`config.mk`:
```
export PLATFORM = sky130hd
export DESIGN_NAME = chan_bitop_pipe
export DESIGN_NICKNAME = d
export VERILOG_FILES = /design/src/rtl/chan_bitop_pkg.sv /design/src/rtl/bitop_lane.sv /design/src/rtl/chan_bitop_pipe.sv
export SDC_FILE = /design/constraint.sdc
export NUM_CORES = 1
export LEC_CHECK = 0
export CORE_MARGIN = 2
export CORE_UTILIZATION = 50
export CTS_BUF_LIST = sky130_fd_sc_hd__clkbuf_2
export CTS_CLUSTER_SIZE = 10
export DETAILED_ROUTE_END_ITERATION = 7
export PLACE_DENSITY = 0.8
export REMOVE_ABC_BUFFERS = 1
export SYNTH_ARGS = -nofsm -noshare
export SYNTH_HDL_FRONTEND = slang
export SYNTH_SLANG_ARGS = --single-unit
```
`constraint.sdc`:
```
create_clock -name clk -period 2.2 [get_ports clk]
set_clock_uncertainty 0.2 [all_clocks]
set_input_delay 0.33 -clock clk [delete_from_list [all_inputs] [get_ports clk]]
set_output_delay 0.33 -clock clk [all_outputs]
set_load 0.1 [all_outputs]
```
`src/rtl/chan_bitop_pkg.sv`:
```
// Shared types for the lane-wise bit-op pipeline: the per-lane op encoding.
package chan_bitop_pkg;
  localparam int MODE_W = 2;

  typedef enum logic [MODE_W-1:0] {
    MODE_PASS   = 2'b00,
    MODE_INV    = 2'b01,
    MODE_REV    = 2'b10,
    MODE_INVREV = 2'b11
  } mode_e;
endpackage

```
`src/rtl/bitop_lane.sv`:
```
// One lane of the bit-op engine: pass, invert, bit-reverse, or invert+reverse (pure comb).
import chan_bitop_pkg::*;

module bitop_lane #(
  parameter int DW = 8
) (
  input  logic [DW-1:0] x,
  input  mode_e         mode,
  output logic [DW-1:0] y
);
  logic [DW-1:0] rev;

  always_comb begin
    rev = '0;
    for (int i = 0; i < DW; i++) rev[i] = x[DW-1-i];
  end

  always_comb begin
    case (mode)
      MODE_PASS: y = x;
      MODE_INV:  y = ~x;
      MODE_REV:  y = rev;
      default:   y = ~rev;
    endcase
  end
endmodule

```
`src/rtl/chan_bitop_pipe.sv`:
```
// NCH-lane bit-op engine feeding a registered valid/ready stage with a one-entry skid.
// Define CHAN_BITOP_PARITY_EN to add out_par (per-lane parity of the result, carried with its beat).
import chan_bitop_pkg::*;

module chan_bitop_pipe #(
  parameter int DW  = 8,
  parameter int NCH = 2,
  parameter int CW  = 16
) (
  input  logic                clk,
  input  logic                rst,
  input  logic                in_valid,
  output logic                in_ready,
  input  logic [NCH*DW-1:0]   in_data,
  input  logic [NCH*MODE_W-1:0] in_mode,
  output logic                out_valid,
  input  logic                out_ready,
  output logic [NCH*DW-1:0]   out_data,
  output logic [CW-1:0]       xfer_cnt
`ifdef CHAN_BITOP_PARITY_EN
  , output logic [NCH-1:0]    out_par
`endif
);
  logic [NCH*DW-1:0] xf_data;
  logic [NCH*DW-1:0] skid_data_q, out_data_q, out_data_d;
  logic              skid_vld_q, skid_vld_d, out_vld_q, out_vld_d;
  logic [CW-1:0]     xfer_q;
  logic              accept, out_load, out_ld, skid_ld;

  // Ops are applied before storage, so both registers hold finished results.
  for (genvar k = 0; k < NCH; k++) begin : g_lane
    bitop_lane #(.DW(DW)) u_lane (
      .x    (in_data[k*DW +: DW]),
      .mode (mode_e'(in_mode[k*MODE_W +: MODE_W])),
      .y    (xf_data[k*DW +: DW])
    );
  end

  assign in_ready = !skid_vld_q && !rst;

  always_comb begin
    accept     = in_valid && in_ready;
    out_load   = !out_vld_q || out_ready;
    out_vld_d  = out_vld_q;
    skid_vld_d = skid_vld_q;
    if (out_load) begin
      out_vld_d  = skid_vld_q || accept;
      skid_vld_d = 1'b0;
    end else if (accept) begin
      skid_vld_d = 1'b1;
    end
    out_ld     = out_load && (skid_vld_q || accept);
    skid_ld    = !out_load && accept;
    out_data_d = skid_vld_q ? skid_data_q : xf_data;
  end

  always_ff @(posedge clk or posedge rst) begin
    if (rst) begin
      out_vld_q   <= 1'b0;
      skid_vld_q  <= 1'b0;
      out_data_q  <= '0;
      skid_data_q <= '0;
      xfer_q      <= '0;
    end else begin
      out_vld_q  <= out_vld_d;
      skid_vld_q <= skid_vld_d;
      if (out_ld)  out_data_q  <= out_data_d;
      if (skid_ld) skid_data_q <= xf_data;
      if (out_vld_q && out_ready) xfer_q <= xfer_q + CW'(1);
    end
  end

`ifdef CHAN_BITOP_PARITY_EN
  logic [NCH-1:0] xf_par, skid_par_q, out_par_q;

  always_comb begin
    xf_par = '0;
    for (int k = 0; k < NCH; k++) xf_par[k] = ^xf_data[k*DW +: DW];
  end

  always_ff @(posedge clk or posedge rst) begin
    if (rst) begin
      skid_par_q <= '0;
      out_par_q  <= '0;
    end else begin
      if (out_ld)  out_par_q  <= skid_vld_q ? skid_par_q : xf_par;
      if (skid_ld) skid_par_q <= xf_par;
    end
  end

  assign out_par = out_par_q;
`endif

  assign out_valid = out_vld_q;
  assign out_data  = out_data_q;
  assign xfer_cnt  = xfer_q;
endmodule
```
==> results of run 1 <==
-- critical path, cell delays in order, from the launching register on --
cell     delay (ns)
dfrtp_1        0.45
nor2_2         0.19
buf_4          0.15
buf_12         0.16
-- placed cells by master (no fill, tap or decap), drive strengths merged --
master,netlist,routed
xor2,6,6
clkbuf,3,5
a31oi,16,16
nand2b,1,1
clkinvlp,0,1
nand4,3,3
mux2i,16,16
nor2,22,22
or2,1,1
dfrtp,50,50
nand3,7,7
a21oi,2,2
inv,4,4
ha,1,1
nor4,3,3
xnor2,25,25
nand2,38,38
buf,8,42
and2b,1,1
clkdlybuf4s50,0,23
mux2,17,17
nor3,1,1
clkinv,0,2
and3,1,1
or2b,1,1
-- sequential cells by signal (all words and copies together), names as in the netlist --
register,cells
xfer_cnt,16
out_valid,1
out_data,16
skid_data_q,16
skid_vld_q,1
-- cells by family (layout without fill, tap and decap cells) --
kind of cell / after synthesis / after routing / share of synthesized area
fa+ha+maj: 1 / 1 / 0.00495
buf+inv: 15 / 77 / 0.0312
xor+xnor: 31 / 31 / 0.107
flops: 50 / 50 / 0.495
mux: 33 / 33 / 0.154
compound gates: 18 / 18 / 0.0480
simple gates: 79 / 79 / 0.160
-- area by class of cell --
cell class / instances / area, µm²
fillers: 395 / 1630
flip-flops and latches: 50 / 1250
multi-input cells: 162 / 1200
repair buffers: 65 / 571
well taps: 67 / 83.8
clock buffers: 5 / 25.0
clock inverters: 3 / 16.3
inverters: 4 / 15.0
-- metrics by stage --
stage	util	total power [µW]
4_1_cts	0.660	3460
2_1_floorplan	-	2680
3_3_place_gp	0.652	3070
5_1_grt	0.660	3600
6_report	0.660	3440
3_5_place_dp	0.652	3110
-- where the power goes --
group / switching (µW) / leakage, µW / internal (µW) / total, µW
Clock: 282 / 0.0000264 / 72.4 / 355
Combinational: 1260 / 0.000850 / 488 / 1740
Sequential: 187 / 0.000603 / 1150 / 1340
-- metal layers --
layer	GRT usage	wire length, µm
met5	0	0
met4	0.0516	47
met3	0.0482	244
met2	0.341	2470
met1	0.224	2020
-- worst max-delay path by stage --
| stage | startpoint | to | slack (ns) | cells after the start |
|---|---|---|---|---|
| 3_3_place_gp | out_ready | skid_data_q[3] | 0.05 | 4 |
| 5_1_grt | skid_vld_q | in_ready | 0.21 | 3 |
| 2_1_floorplan | skid_vld_q | skid_data_q[10] | -0.37 | 3 |
| 3_5_place_dp | out_ready | skid_data_q[9] | 0.03 | 4 |
| 4_1_cts | skid_vld_q | in_ready | 0.27 | 3 |
| 6_report | skid_vld_q | in_ready | 0.30 | 3 |
==> impl_metrics.csv, run 1 <==
group,metric,value,unit
cts,tritoncts,"done",
cts,clock-sinks,50,
placement,dp_slack,0.0332,ns
logic_synthesis,ys_types,33,
placement,portBuffers,57,
cts,cts_setup_buffers,0,
sta,max_freq,0.527,GHz
sta,drv_slew,0,
die,core-area,4790,µm²
setup_path,criticalPathCategory,"register to output pin",
drt,drtIter0Drc,127,
placement,place_area,3120,µm²
pwr,p_leak,0.00148,µW
setup_path,r2r_setup_slack,0.44,ns
die,start_util,0.528,
global_route,antenna_found_initial,0,
pwr,ir_worst_vdd,622,µV
sta,relSlewSlack,0.603,
cts,htreeDepth,2,
sta,final.period_utilization,0.863,
setup_path,end_kind,"output pin",
setup_path,critPathLaunchType,"register",
setup_path,cp.required,1.67,ns
drt,via_per_inst,5.21,
drt,postRouteAntennaNets,0,
logic_synthesis,synthTopCellsByArea,"dfrtp_1 (49%), xnor2_1 (8.7%), mux2i_1 (6.3%), mux2_4 (5.9%), nand2_1 (5.6%)",
logic_synthesis,yosysTopAreaCellShare,0.495,
logic_synthesis,ys_ff_latch,50,
logic_synthesis,yosysTopAreaCell,"dfrtp_1",
final_layout,diodes,0,
cts,clockRootBuffer,"clkbuf_2",
setup_path,rr_worst_depth,6,
logic_synthesis,ys_async_sr_fraction,1.00,
final_layout,drive_gt1_frac,0.266,
outcome,status,"complete, no violations",
drt,vias,1853,
logic_synthesis,synth_edf_count,0,
logic_synthesis,syn_inst,227,
drt,drc,0,
setup_path,arrival,1.37,ns
cts,cts_buffers,5,
sta,rsz0062_at_grt,"no",
logic_synthesis,ys.flop_type,"dfrtp_1",
logic_synthesis,ys_warn_count,0,
global_route,grt_pass1_wl,8160,µm
die,chipWidth,75.1,µm
logic_synthesis,synth.most_common_cell,"dfrtp_1",
cts,postCtsHoldBufs,0,
sta,hold_ws,0.234,ns
drt,firstDrtPassIters,4,
sta,worstMarginPinSlew,0.596,ns
final_layout,syn_to_final_growth,25.0,%
logic_synthesis,avgSynthCellArea,11.1,µm²
cts,clockBufferDepth,2,
die,io_pins,58,
global_route,grtUsageTotal,0.189,
drt,drt-wirelength-per-cell,13.4,µm
global_route,grt_pass1_vias,1854,
logic_synthesis,mappedNetlistArea,2530,µm²
setup_path,timing.rr.end,"out_data[4]",
logic_synthesis,ys_seq_area_frac,0.495,
sta,min_period,1.90,ns
final_layout,final_cell_area,3160,µm²
final_layout,fin_cells,356,
drt,routed_wirelength,4780,µm
cts,path_clk_slew,0.25,ns
cts,clk_latency,0.43,ns
die,rows,25,
sta,fin_ws,0.301,ns
hold_path,hold_class,"input port to async pin",
run,max-cap-violations,0,
logic_synthesis,synthTopCellsByCount,"dfrtp_1 (50), nand2_1 (38), xnor2_1 (25), nor2_1 (21)",
sta,setup_violations,0,
placement,gp_congestion,0.829,
placement,dp_hpwl,3650,µm
die,die_area,5640,µm²
cts,cts-resized-gates,0,
global_route,gr-total-overflow,0,
global_route,grt_start_max_net_pins,51,
setup_path,path_max_fanout,2,
die,die_h,75.1,µm
sta,tns,0,ns
sta,hold_viol,0,
placement,dp.cells,348,
final_layout,nets,313,
pwr,power_density,1090,nW/µm²
setup_path,reg2reg_from,"skid_vld_q",
(Power assumes the default switching activity.)
==> run 2: changes to the inputs <==
- CAP_MARGIN: not set -> 20
==> results of run 2 <==
No change in the layout: final DEF, timing and power equal those of run 1.
==> run 3: changes to the inputs <==
- CORE_MARGIN: 2 -> 1
- CTS_CLUSTER_DIAMETER: not set -> 200
==> impl_metrics.csv, run 3 (synthesized netlist as in run 1, its figures left out) <==
group,metric,value,unit
die,core-area,4790,µm²
global_route,grt_pass1_vias,1859,
pwr,p_leak,0.00149,µW
setup_path,end_kind,"output pin",
global_route,antenna_found_initial,0,
final_layout,mostFrequentLayoutCells,"dfrtp_1 (50), buf_4 (40), nand2_1 (38)",
global_route,gr-total-overflow,0,
global_route,grtUsageTotal,0.206,
drt,drc,0,
placement,gp_congestion,0.743,
sta,setup_violations,0,
cts,cts_buffers,5,
final_layout,final_common_cell,"dfrtp_1",
final_layout,diodes,0,
setup_path,cp.required,1.67,ns
cts,clock-sinks,50,
sta,drv_slew,0,
pwr,power_density,1080,nW/µm²
placement,portBuffers,57,
sta,worstMarginPinSlew,0.444,ns
setup_path,crit_start,"skid_vld_q",
drt,drt-wirelength-per-cell,13.6,µm
final_layout,nets,314,
cts,path_clk_slew,0.22,ns
sta,hold_viol,0,
die,rows,25,
sta,tns,0,ns
run,max-cap-violations,0,
setup_path,criticalPathCategory,"register to output pin",
drt,postRouteAntennaNets,0,
pwr,ir_worst_vdd,595,µV
cts,clockRootBuffer,"clkbuf_2",
die,die_h,73.1,µm
final_layout,num-fill-cells,384,
cts,postCtsHoldBufs,0,
drt,routed_wirelength,4870,µm
drt,vias,1837,
sta,rsz0062_at_grt,"no",
pwr,power.total,3440,µW
sta,relSlewSlack,0.703,
final_layout,final_cell_area,3180,µm²
placement,dp_hpwl,3660,µm
placement,place_area,3140,µm²
setup_path,path_max_fanout,2,
drt,via_per_inst,5.15,
hold_path,hold_class,"input port to async pin",
cts,cts_setup_buffers,0,
global_route,grt_pass1_wl,8460,µm
cts,clockBufferDepth,2,
final_layout,syn_to_final_growth,25.8,%
cts,cts-resized-gates,0,
die,chipWidth,73.1,µm
outcome,status,"complete, no violations",
cts,htreeDepth,2,
die,io_pins,58,
final_layout,drive_gt1_frac,0.269,
drt,firstDrtPassIters,4,
global_route,grt_start_max_net_pins,32,
setup_path,critPathLaunchType,"register",
cts,tritoncts,"done",
setup_path,arrival,1.34,ns
cts,clk_latency,0.42,ns
sta,final.period_utilization,0.852,
sta,min_period,1.87,ns
die,die_area,5350,µm²
drt,drtIter0Drc,104,
die,start_util,0.528,
setup_path,reg2reg_from,"out_valid",
sta,max_freq,0.534,GHz
-- run 3: cell types whose count changed in the layout (fill, tap and decap cells not counted), sizes merged --
cell  previous run  this run
buf             42        43
-- run 3: metrics by stage --
step | util | cells | setup slack, ns | hold WS [ns]
after floorplan | - | 216 | -0.369 | 0.279
after global placement | 0.656 | 349 | 0.0429 | 0.263
after detailed placement | 0.656 | 349 | 0.00112 | 0.275
after CTS | 0.665 | 357 | 0.292 | 0.103
after global routing | 0.665 | 357 | 0.245 | 0.114
final | 0.665 | 357 | 0.326 | 0.118
-- run 3: final timing paths --
path | slack, ns | cells past startpoint | endpoint
max | 0.33 | 3 | in_ready
min | 0.12 | 3 | skid_vld_q
max reg2reg | 0.42 | 3 | skid_data_q[8]
min reg2reg | 0.30 | 1 | xfer_cnt[15]
max in group asynchronous | 1.35 | 3 | out_data[7]
min in group clk | 0.30 | 1 | xfer_cnt[15]
-- run 3: area by class of cell --
cell class	count	area, µm²	area share
inverter	4	15.0	0.00472
tap	67	83.8	0.0264
timing repair buffer	66	591	0.186
clock inverter	3	16.3	0.00511
clock buffer	5	25.0	0.00787
sequential	50	1250	0.393
multi-input combinational	162	1200	0.377
-- run 3: layer usage --
layer  up-vias  global-route usage  share of wire
li1        893                   -              -
met1       892               0.258           0.44
met2        43               0.353           0.50
met3         9              0.0428          0.039
met4         0              0.0741          0.015
met5         -                   0              0
-- run 3: power breakdown --
| group | internal [µW] | switching, µW |
|---|---|---|
| combinational | 492 | 1250 |
| clock | 72.5 | 284 |
| sequential | 1150 | 192 |
-- run 3: worst max-delay path: stages, from the launching register on --
cell     delay, ns
dfrtp_1       0.44
nor2_2        0.19
buf_4         0.15
buf_12        0.16
